===== src/rtl/cam_pkg.sv =====
// cam_pkg: shared opcodes and state encodings for the CAM sequencer.
//   OPC_*        : 2-bit command opcodes as seen on cmd_op_i
//   cam_op_e     : typed view of the opcode
//   cam_state_e  : sequencer FSM states
package cam_pkg;

   localparam logic [1:0] OPC_READ   = 2'd0;
   localparam logic [1:0] OPC_WRITE  = 2'd1;
   localparam logic [1:0] OPC_SEARCH = 2'd2;
   localparam logic [1:0] OPC_INVAL  = 2'd3;

   typedef enum logic [1:0] {
      OP_READ   = OPC_READ,
      OP_WRITE  = OPC_WRITE,
      OP_SEARCH = OPC_SEARCH,
      OP_INVAL  = OPC_INVAL
   } cam_op_e;

   typedef enum logic [1:0] {
      ST_IDLE,
      ST_EXEC,
      ST_CAPT,
      ST_RESP
   } cam_state_e;

endpackage


===== src/rtl/cam_prio_enc.sv =====
// cam_prio_enc: lowest-index priority encoder for a CAM match vector.
//   match [DEPTH]      : masked match vector
//   index [ADDR_WIDTH] : index of the lowest set bit, 0 when none set
//   found              : any bit set
module cam_prio_enc #(
   parameter int DEPTH      = 32,
   parameter int ADDR_WIDTH = $clog2(DEPTH)
) (
   input  logic [DEPTH-1:0]      match,
   output logic [ADDR_WIDTH-1:0] index,
   output logic                  found
);

   // Scan from the top down so the lowest set bit is the last one written.
   always_comb begin
      index = '0;
      for (int i = DEPTH - 1; i >= 0; i--)
         if (match[i]) index = ADDR_WIDTH'(i);
   end

   assign found = |match;

endmodule


===== src/rtl/cam_ctrl.sv =====
// cam_ctrl: single-requester sequencer for a CAM array and its address decoder.
//   clk_i, reset_n_i          : clock (rising edge), async active-low reset
//   cmd_valid_i/cmd_ready_o   : command handshake; cmd_op_i, cmd_index_i, cmd_data_i
//   read_enable_o/read_index_o                  : decoder read strobe and index
//   write_enable_o/write_index_o/write_data_o   : decoder write strobe, index, data
//   search_enable_o/search_data_o               : decoder search strobe and key
//   cam_read_data_i           : array read data, one cycle after read strobe
//   cam_match_i               : raw match vector, one cycle after search strobe
//   rsp_valid_o/rsp_ready_i   : response handshake; rsp_hit_o, rsp_index_o, rsp_data_o
//   valid_o                   : per-entry valid bits
module cam_ctrl
   import cam_pkg::*;
#(
   parameter int WIDTH      = 32,
   parameter int ADDR_WIDTH = 5,
   parameter int DEPTH      = 1 << ADDR_WIDTH
) (
   input  logic                  clk_i,
   input  logic                  reset_n_i,
   input  logic                  cmd_valid_i,
   output logic                  cmd_ready_o,
   input  logic [1:0]            cmd_op_i,
   input  logic [ADDR_WIDTH-1:0] cmd_index_i,
   input  logic [WIDTH-1:0]      cmd_data_i,
   output logic                  read_enable_o,
   output logic [ADDR_WIDTH-1:0] read_index_o,
   output logic                  write_enable_o,
   output logic [ADDR_WIDTH-1:0] write_index_o,
   output logic [WIDTH-1:0]      write_data_o,
   output logic                  search_enable_o,
   output logic [WIDTH-1:0]      search_data_o,
   input  logic [WIDTH-1:0]      cam_read_data_i,
   input  logic [DEPTH-1:0]      cam_match_i,
   output logic                  rsp_valid_o,
   input  logic                  rsp_ready_i,
   output logic                  rsp_hit_o,
   output logic [ADDR_WIDTH-1:0] rsp_index_o,
   output logic [WIDTH-1:0]      rsp_data_o,
   output logic [DEPTH-1:0]      valid_o
);

   cam_state_e            state;
   cam_op_e               op_q;
   logic [ADDR_WIDTH-1:0] index_q;
   logic [ADDR_WIDTH-1:0] hit_index;
   logic                  hit_found;

   // Matches on entries that are not valid never count as hits.
   cam_prio_enc #(
      .DEPTH      (DEPTH),
      .ADDR_WIDTH (ADDR_WIDTH)
   ) u_prio_enc (
      .match (cam_match_i & valid_o),
      .index (hit_index),
      .found (hit_found)
   );

   always_ff @(posedge clk_i or negedge reset_n_i) begin
      if (!reset_n_i) begin
         state           <= ST_IDLE;
         op_q            <= OP_READ;
         index_q         <= '0;
         cmd_ready_o     <= 1'b0;
         read_enable_o   <= 1'b0;
         read_index_o    <= '0;
         write_enable_o  <= 1'b0;
         write_index_o   <= '0;
         write_data_o    <= '0;
         search_enable_o <= 1'b0;
         search_data_o   <= '0;
         rsp_valid_o     <= 1'b0;
         rsp_hit_o       <= 1'b0;
         rsp_index_o     <= '0;
         rsp_data_o      <= '0;
         valid_o         <= '0;
      end else begin
         case (state)
            // Strobes and decoder-facing outputs are loaded on acceptance so
            // they are registered and valid for the whole EXEC cycle.
            ST_IDLE: begin
               if (cmd_valid_i && cmd_ready_o) begin
                  op_q        <= cam_op_e'(cmd_op_i);
                  index_q     <= cmd_index_i;
                  cmd_ready_o <= 1'b0;
                  state       <= ST_EXEC;
                  case (cam_op_e'(cmd_op_i))
                     OP_READ: begin
                        read_enable_o <= 1'b1;
                        read_index_o  <= cmd_index_i;
                     end
                     OP_WRITE: begin
                        write_enable_o <= 1'b1;
                        write_index_o  <= cmd_index_i;
                        write_data_o   <= cmd_data_i;
                     end
                     OP_SEARCH: begin
                        search_enable_o <= 1'b1;
                        search_data_o   <= cmd_data_i;
                     end
                     OP_INVAL: ;
                  endcase
               end else begin
                  cmd_ready_o <= 1'b1;
               end
            end
            ST_EXEC: begin
               read_enable_o   <= 1'b0;
               write_enable_o  <= 1'b0;
               search_enable_o <= 1'b0;
               if (op_q == OP_WRITE) valid_o[index_q] <= 1'b1;
               if (op_q == OP_INVAL) valid_o[index_q] <= 1'b0;
               state <= ST_CAPT;
            end
            // Array outputs answer the EXEC strobe during this cycle.
            ST_CAPT: begin
               case (op_q)
                  OP_READ: begin
                     rsp_hit_o   <= valid_o[index_q];
                     rsp_index_o <= index_q;
                     rsp_data_o  <= cam_read_data_i;
                  end
                  OP_SEARCH: begin
                     rsp_hit_o   <= hit_found;
                     rsp_index_o <= hit_index;
                     rsp_data_o  <= '0;
                  end
                  default: begin
                     rsp_hit_o   <= 1'b1;
                     rsp_index_o <= index_q;
                     rsp_data_o  <= '0;
                  end
               endcase
               rsp_valid_o <= 1'b1;
               state       <= ST_RESP;
            end
            ST_RESP: begin
               if (rsp_ready_i) begin
                  rsp_valid_o <= 1'b0;
                  cmd_ready_o <= 1'b1;
                  state       <= ST_IDLE;
               end
            end
         endcase
      end
   end

endmodule


===== config.mk =====
export PLATFORM = sky130hd
export DESIGN_NAME = cam_ctrl
export DESIGN_NICKNAME = d
export VERILOG_FILES = /design/src/rtl/cam_pkg.sv /design/src/rtl/cam_prio_enc.sv /design/src/rtl/cam_ctrl.sv
export SDC_FILE = /design/constraint.sdc
export NUM_CORES = 1
export LEC_CHECK = 0
export CAP_MARGIN = 30
export CORE_MARGIN = 8
export CORE_UTILIZATION = 49
export DETAILED_ROUTE_END_ITERATION = 6
export PLACE_DENSITY = 0.86
export SKIP_LAST_GASP = 1
export SLEW_MARGIN = 20
export SYNTH_ARGS = -nofsm -noshare
export SYNTH_HDL_FRONTEND = slang
export SYNTH_SLANG_ARGS = --single-unit

===== constraint.sdc =====
create_clock -name clk_i -period 5.2 [get_ports clk_i]
set_input_delay 0.78 -clock clk_i [delete_from_list [all_inputs] [get_ports clk_i]]
set_output_delay 0.78 -clock clk_i [all_outputs]
set_load 0.005 [all_outputs]

Yosys cells after proc, flatten, opt, wreduce, memory -nomap -nowiden
Index checks and enable logic that the tools add are counted.
{"block": "op_classes", "n_lt_le_gt_ge": 2, "eq_ne": 13, "n_mux": 59, "bitwise": 4, "n_reduce_logical": 19}
{"op": "5-bit two-way mux", "count": 33}
{"op": "32-bit two-way mux", "count": 4}
{"op": "32-bit AND", "count": 2}
{"op": "32-bit NOT", "count": 1}
{"op": "32-bit OR", "count": 1}
{"op": "32-bit OR reduction", "count": 1}
{"op": "3-bit AND reduction", "count": 6}
{"op": "1-bit case mux with 2 select lines", "count": 6}
{"op": "1-bit two-way mux", "count": 11}
{"op": "2-bit equality test, second input constant", "count": 5}
{"op": "2-bit case mux with 4 select lines", "count": 1}
{"op": "2-bit AND reduction", "count": 4}
{"op": "2-bit by 1-bit equality test with 1-bit output, second input constant", "count": 3}
{"op": "2-bit logical NOT", "count": 3}
{"op": "5-bit by 6-bit < comparator with 1-bit output, second input constant", "count": 1}
{"op": "2-bit by 1-bit inequality test with 1-bit output, second input constant", "count": 3}
{"op": "2-bit nonzero test", "count": 3}
{"op": "1-bit binary-select mux with 5-bit select", "count": 1}
{"op": "1-bit demux with 5-bit select", "count": 1}
{"op": "5-bit by 1-bit >= comparator with 1-bit output, second input constant", "count": 1}
{"op": "2-bit two-way mux", "count": 2}
{"op": "2-bit inequality test, second input constant", "count": 2}
{"op": "1-bit logical AND", "count": 2}
{"block": "word_totals", "register_bits": 158, "out_inout_bits": 149}

Depth between registers and ports, before layout
Gate-level depths: netlist (run 1).
{"block": "depth", "ltp_word": 34, "mapped_depth": 9, "depth_no_buf": 7}

By module
Synthesis (run 1) repeated with hierarchy kept, for this count alone.
{"block": "hier_totals", "hier_cells": 632, "area_unflattened_um2": 7332.0}
{"mod": "cam_ctrl", "instances": 1, "cells_each": 567, "area_per_inst_um2": 6946.7, "seq_area_each_um2": 3953.8}
{"mod": "cam_prio_enc", "instances": 1, "cells_each": 65, "area_per_inst_um2": 385.4, "seq_area_each_um2": 0.0}

Least setup slack after synthesis (run 1)
No wires, ideal clock.
{"block": "synth_timing", "path_kind": "input -> register", "startpoint": "in cmd_valid_i", "endpoint": "reg search_data_o[10]", "arrival_ns": 1.832, "required_time_ns": 5.075, "setup_slack_ns": 3.243, "stages": 5, "cell_sequence": "nand3_2 -> buf_6 -> nor3b_4 -> buf_6 -> mux2_2"}
{"block": "synth_between", "elab_chain_len": 2}
{"item": "start, declared", "line": "cam_ctrl.sv:20", "text": "input logic cmd_valid_i,"}
{"item": "1-bit logical AND", "line": "cam_ctrl.sv:81", "text": "if (cmd_valid_i && cmd_ready_o) begin"}
{"item": "3-bit AND reduction (no source line)"}
{"item": "end signal, assigned", "line": "cam_ctrl.sv:98", "text": "search_data_o <= cmd_data_i;"}
{"item": "end, declared", "line": "cam_ctrl.sv:31", "text": "output logic [WIDTH-1:0] search_data_o,"}
Every way passes these cells.
A chain may end at the register's enable or synchronous reset.

Worst setup path after layout (run 1)
{"block": "layout_timing", "startpoint": "in cmd_valid_i", "endpoint": "reg write_data_o[5]"}
{"block": "layout_between", "elab_chain_len": 2}
{"item": "1-bit logical AND", "line": "cam_ctrl.sv:81"}
{"item": "3-bit AND reduction (no source line)"}
{"item": "end signal, assigned", "line": "cam_ctrl.sv:94", "text": "write_data_o <= cmd_data_i;"}
{"item": "end, declared", "line": "cam_ctrl.sv:29", "text": "output logic [WIDTH-1:0] write_data_o,"}
Every way passes these cells.

==> results of run 1 <==
how the worst max path moves through the flow:
| stage | startpoint | endpoint | slack (ns) | cells past startpoint |
|---|---|---|---|---|
| after CTS | state[1] | write_data_o[12] | 2.59 | 6 |
| final | cmd_valid_i | write_data_o[5] | 2.82 | 6 |
| after detailed placement | cmd_valid_i | write_data_o[12] | 2.17 | 5 |
| after global placement | cmd_valid_i | write_data_o[6] | 2.19 | 5 |
| after floorplan | cmd_valid_i | search_data_o[10] | 3.24 | 5 |
| after global routing | state[1] | write_data_o[22] | 2.62 | 7 |
cell families after synthesis:
group           share of synthesized area [%]
flops                                   56.00
compound gates                          14.30
buf+inv                                 4.625
simple gates                            8.950
fa+ha+maj                              0.7089
mux                                     15.42
power groups by stage:
| stage | clock network (W) | registers, W | logic (W) |
|---|---|---|---|
| global route | 0.00142 | 0.00218 | 0.00262 |
| floorplan | 0 | 0.00205 | 0.00110 |
| global placement | 0 | 0.00212 | 0.00234 |
| detailed placement | 0 | 0.00214 | 0.00238 |
| CTS | 0.00137 | 0.00213 | 0.00241 |
| finish | 0.00135 | 0.00211 | 0.00242 |
layout by cell type (no fill, tap or decap), types with 4 or more instances in the layout:
| cell type | netlist | final |
|---|---|---|
| a21oi_1 | 8 | 8 |
| a22oi_1 | 12 | 12 |
| a31oi_1 | 7 | 7 |
| a32o_1 | 4 | 4 |
| buf_4 | 2 | 6 |
| bufinv_16 | 0 | 4 |
| clkbuf_16 | 0 | 17 |
| clkdlybuf4s50_1 | 0 | 254 |
| dfrtp_1 | 158 | 158 |
| ha_1 | 4 | 4 |
| inv_1 | 35 | 35 |
| mux2_2 | 79 | 79 |
| mux2i_1 | 12 | 12 |
| nand2_1 | 71 | 70 |
| nand2b_1 | 8 | 8 |
| nand3_1 | 9 | 9 |
| nand3b_1 | 5 | 5 |
| nand4_1 | 6 | 6 |
| nor2_1 | 13 | 13 |
| o21ai_0 | 70 | 70 |
| o22ai_1 | 4 | 4 |
| o31ai_1 | 34 | 34 |
worst max-delay path, delay by kind of cell:
family | cells | cell delay [ns]
buf+inv | 2 | 0.78
mux | 1 | 0.29
simple gates | 3 | 0.82
cell type report:
class	count	area [um2]
sequential	158	3954
fill	986	3919
multi-input combinational	388	2789
timing repair buffer	263	2641
clock buffer	20	466.7
tap	184	230.2
clock inverter	12	182.7
inverter	35	131.4
metal layers:
metal / global-route usage [%] / vias to the layer above
met1: 25.10 / 2821
met5: 0 / -
li1: - / 2706
met3: 8.906 / 38
met4: 9.762 / 0
met2: 35.48 / 249
through the flow:
stage	util [%]	instance area [um2]
3_5_place_dp	67.79	9703
6_report	72.62	10400
4_1_cts	72.33	10350
3_3_place_gp	67.79	9703
5_1_grt	72.62	10400
2_1_floorplan	-	7061
registers in the layout, indices dropped and copies added, names as in the netlist, 5 cells and up, named ones only:
register and cells:
index_q 5, read_index_o 5, rsp_data_o 32, rsp_index_o 5
search_data_o 32, valid_o 31, write_data_o 32, write_index_o 5
==> impl_metrics.py, run 1 <==
metrics = {
    "sta": {
        "finalClockSkew_ns": 0.006857,
        "setup_violations": 0,
        "fin_crit_sh_pct": 45.72,
        "tightestPinTransition_ns": 0.7107,
        "setup_slack_ns": 2.823,
        "hold_slack_ns": 0.3445,
        "grt_setup_unrepaired": "no",
        "setup_tns_ns": 0,
        "period_minus_slack_ns": 2.377,
        "max_slew_margin_pct": 52.48,
        "hold_violations": 0,
        "slew_violations": 0,
        "fmax_mhz": 420.6,
    },
    "synth": {
        "netlist_area_mm2": 0.007061,
        "ys_seq_area_share_pct": 56.00,
        "synth_cells": 616,
        "netlist.top_cell.by_area": "dfrtp_1",
        "synthDistinctLibCells": 50,
        "yosys-top-cells-count": "dfrtp_1 (158), mux2_2 (79), nand2_1 (71)",
        "ys_ff_latch": 158,
        "yosysWarnings": 0,
        "synth_nets": 727,
        "synth-async-reset-ratio_pct": 100.0,
        "synth_ff_type": "dfrtp_1",
        "synth.most_common_cell": "dfrtp_1",
        "syn_area_per_cell_um2": 11.46,
        "ys_top_cells_by_area": "dfrtp_1 (56%), mux2_2 (13%), o21ai_0 (5.0%), nand2_1 (3.8%), o31ai_1 (3.6%)",
        "synth_edf_count": 0,
        "synth.top_cell.area_share_pct": 56.00,
    },
    "cts": {
        "cts_root_buffer": "clkbuf_16",
        "cts_buffers": 17,
        "path_clk_slew_ns": 0.06,
        "cts_buffer_depth": 2,
        "clkLatencyLatePin_ns": 0.42,
        "ctsHoldBuffers": 0,
        "htreeDepth": 4,
        "cts_tree": "built",
        "cts-resized-gates": 0,
        "cts.sinks": 158,
        "cts_setup_buffers": 0,
    },
    "job": {
        "maxCapViolations": 0,
    },
    "pwr": {
        "powerDensity_mw_per_mm2": 565.3,
        "intPower_w": 0.003966,
        "total_power_w": 0.005876,
        "clkPwrFrac_pct": 22.9,
        "switchingPower_w": 0.001911,
        "combPwrFrac_pct": 41.1,
        "p_leak_nw": 4.352,
        "ir_worst_vdd_mv": 0.4222,
        "p_sw_share_pct": 32.51,
        "seqPwrFrac_pct": 35.9,
    },
    "setup_path": {
        "reg2reg_to": "write_data_o[5]",
        "crit_path_start_kind": "primary input",
        "cp_slowest_cell": "clkdlybuf4s50_1",
        "cp_max_fo": 24,
        "critPathKind": "in -> reg",
        "cp_slowest_stage_delay_ns": 0.50,
        "r2r_cells": 7,
        "rrSetupSlack_ns": 2.83,
        "path_cells": "clkdlybuf4s50_1 > nand3_2 > nor2_1 > nand2_2 > buf_16 > mux2_2",
        "worstPathRequired_ns": 5.51,
        "rr_startpoint": "state[0]",
        "critical_path.endpoint_type": "flop",
        "cp.arrival_ns": 2.68,
    },
    "floorplan": {
        "dieArea_mm2": 0.01851,
        "core-area_mm2": 0.01431,
        "die_x_um": 136.0,
        "ioPinCount": 256,
        "die_h_um": 136.0,
        "start_util_pct": 49.33,
        "rows": 44,
    },
    "drt": {
        "drc": 0,
        "final_antenna_net_count": 0,
        "drtIter0Drc": 389,
        "met2_wirelength_um": 9960,
        "met1Wirelength_um": 7922,
        "avgViaCountPerCell": 5.485,
        "vias": 5814,
        "firstDrtPassIters": 5,
        "wl_per_cell_um": 19.37,
        "routed.top_layer": "met4",
        "wirelength_um": 20530,
        "wl_met3_um": 2053,
    },
    "final_layout": {
        "drive_gt1_share_pct": 14.73,
        "fin_nets": 974,
        "syn_to_final_growth_pct": 47.23,
        "finalNonFillerCells": 1060,
        "diodes": 0,
    },
    "grt": {
        "grt_start_max_net_pins": 71,
        "grt_pass1_wl_um": 31840,
        "grt_pass1_vias": 5947,
        "grt_overflow_total": 0,
        "antenna_found_initial": 0,
        "grt_use_total_pct": 21.92,
    },
    "placement": {
        "pre_cts_ws_ns": 2.174,
        "place_congestion": 0.8306,
        "dp_hpwl_um": 14860,
        "dp.cells": 1026,
        "io_buffers": 255,
    },
    "hold_path": {
        "hold_class": "in -> async",
    },
    "outcome": {
        "status": "finished clean",
    },
}
(Power assumes the default switching activity.)
==> inputs of run 2 (changes only) <==
CORE_UTILIZATION = 45   (was 49)
PLACE_DENSITY = 0.8   (was 0.86)
clock period = 2.2 ns   (was 5.2 ns; I/O delays follow)
==> impl_metrics.py, run 2 (same netlist as run 1, synthesis figures left out) <==
metrics = {
    "outcome": {
        "status": "finished clean",
    },
    "final_layout": {
        "most-common-layout-cells": "clkdlybuf4s50_1 (254), dfrtp_1 (158), mux2_2 (79), nand2_1 (71), o21ai_0 (70)",
        "top_regs": "rsp_data_o: 32 flops, search_data_o: 32 flops, write_data_o: 32 flops",
        "fill_cells": 1139,
        "fin_nets": 984,
        "drive_gt1_share_pct": 15.16,
        "finalNonFillerCells": 1095,
        "diodes": 0,
        "syn_to_final_growth_pct": 48.36,
        "final_common_cell": "clkdlybuf4s50_1",
    },
    "setup_path": {
        "cp.arrival_ns": 2.23,
        "startpoint": "index_q[0]",
        "critPathBufInv": 1,
        "critical_path.endpoint_type": "flop",
        "cp_top_family": "flip-flops",
        "cp_max_fo": 11,
        "cp_common_cell": "o22ai_1",
        "crit_path_start_kind": "flop",
        "worstPathRequired_ns": 2.51,
        "cp_slowest_cell": "dfrtp_1",
        "r2r_cells": 6,
        "rrSetupSlack_ns": 0.28,
        "path_cells": "buf_4 > mux2i_1 > o22ai_1 > nor3_1 > o22ai_1 > o221a_2",
        "reg2reg_to": "rsp_hit_o",
        "rr_startpoint": "index_q[0]",
        "critPathKind": "reg -> reg",
        "cp_slowest_stage_delay_ns": 0.65,
    },
    "grt": {
        "grt_util_met3_pct": 8.722,
        "use_met2_pct": 35.91,
        "grt_pass1_vias": 6304,
        "grtUsageMet1_pct": 23.39,
        "grt_pass1_wl_um": 33640,
        "grt_overflow_total": 0,
        "grt_start_max_net_pins": 66,
        "antenna_found_initial": 0,
        "grt.busiest_layer": "met2",
        "grt_use_total_pct": 21.24,
    },
    "drt": {
        "avgViaCountPerCell": 5.391,
        "firstDrtPassIters": 6,
        "final_antenna_net_count": 0,
        "vias": 5903,
        "drc": 0,
        "wl_per_cell_um": 19.32,
        "drtIter0Drc": 456,
        "wirelength_um": 21150,
    },
    "cts": {
        "cts_tree": "built",
        "ctsHoldBuffers": 1,
        "cts_setup_buffers": 0,
        "cts_buffers": 17,
        "cts-resized-gates": 0,
        "cts.sinks": 158,
        "cts_buffer_depth": 2,
        "clkLatencyLatePin_ns": 0.42,
        "cts_root_buffer": "clkbuf_16",
        "path_clk_slew_ns": 0.06,
        "htreeDepth": 4,
    },
    "placement": {
        "dp.cells": 1064,
        "io_buffers": 255,
        "dp_hpwl_um": 16170,
        "place_congestion": 0.8865,
    },
    "sta": {
        "finalClockSkew_ns": 0.008860,
        "max_slew_margin_pct": 60.58,
        "fmax_mhz": 520.6,
        "setup_violations": 0,
        "setup_tns_ns": 0,
        "grt_setup_unrepaired": "no",
        "tightestPinTransition_ns": 0.5899,
        "hold_violations": 0,
        "period_minus_slack_ns": 1.921,
        "slew_violations": 0,
        "fin_crit_sh_pct": 87.31,
    },
    "floorplan": {
        "rows": 45,
        "start_util_pct": 46.27,
        "die_x_um": 141.3,
        "die_h_um": 141.3,
        "dieArea_mm2": 0.01995,
        "core-area_mm2": 0.01526,
        "ioPinCount": 256,
    },
    "pwr": {
        "p_leak_nw": 4.383,
        "powerDensity_mw_per_mm2": 1324,
        "ir_worst_vdd_mv": 0.6912,
    },
    "hold_path": {
        "hold_class": "in -> async",
    },
    "job": {
        "maxCapViolations": 0,
    },
}
-- run 2: per-layer routing --
metal / part of all wire (%) / vias up
met1: 37 / 2843
met5: 0 / -
met3: 12 / 37
met4: 2.1 / 0
li1: - / 2727
met2: 49 / 296
-- run 2: how the worst max path moves through the flow --
stage	depth (start not counted)	endpoint	slack [ns]
3_3_place_gp	6	rsp_hit_o	0.20
2_1_floorplan	7	search_data_o[10]	0.28
5_1_grt	7	valid_o[22]	0.16
3_5_place_dp	6	rsp_hit_o	0.12
4_1_cts	6	rsp_hit_o	0.30
6_report	6	rsp_hit_o	0.28
-- run 2: worst reg2reg max path, cell delays in order (launching register included) --
cell and delay [ns]:
dfrtp_1 0.65, buf_4 0.31, mux2i_1 0.23, o22ai_1 0.11, nor3_1 0.15, o22ai_1 0.10
o221a_2 0.26
-- run 2: final cells by class --
class / instances / area (um2) / area share [%]
multi-input combinational: 388 / 2786 / 26.60
clock inverter: 11 / 167.7 / 1.601
timing repair buffer: 273 / 2729 / 26.05
sequential: 158 / 3954 / 37.75
tap: 211 / 264.0 / 2.520
inverter: 35 / 131.4 / 1.254
clock buffer: 19 / 442.9 / 4.228
-- run 2: report_power, final --
group / total [W] / switching, W / internal (W)
clock network: 0.00303 / 0.00112 / 0.00191
logic: 0.00582 / 0.00245 / 0.00337
registers: 0.00501 / 0.000954 / 0.00406
-- run 2: through the flow --
stage               area (um2)  utilization (%)  hold slack [ns]  worst slack [ns]  total power, W
global route             10480            68.65           0.4326            0.1610         0.01471
floorplan                 7061                -          0.03441            0.2797        0.007454
detailed placement        9854            64.58           0.2976            0.1200         0.01086
finish                   10480            68.65           0.4080            0.2791         0.01387
CTS                      10480            68.65           0.4134            0.3001         0.01398
global placement          9854            64.58           0.2841            0.2050         0.01061
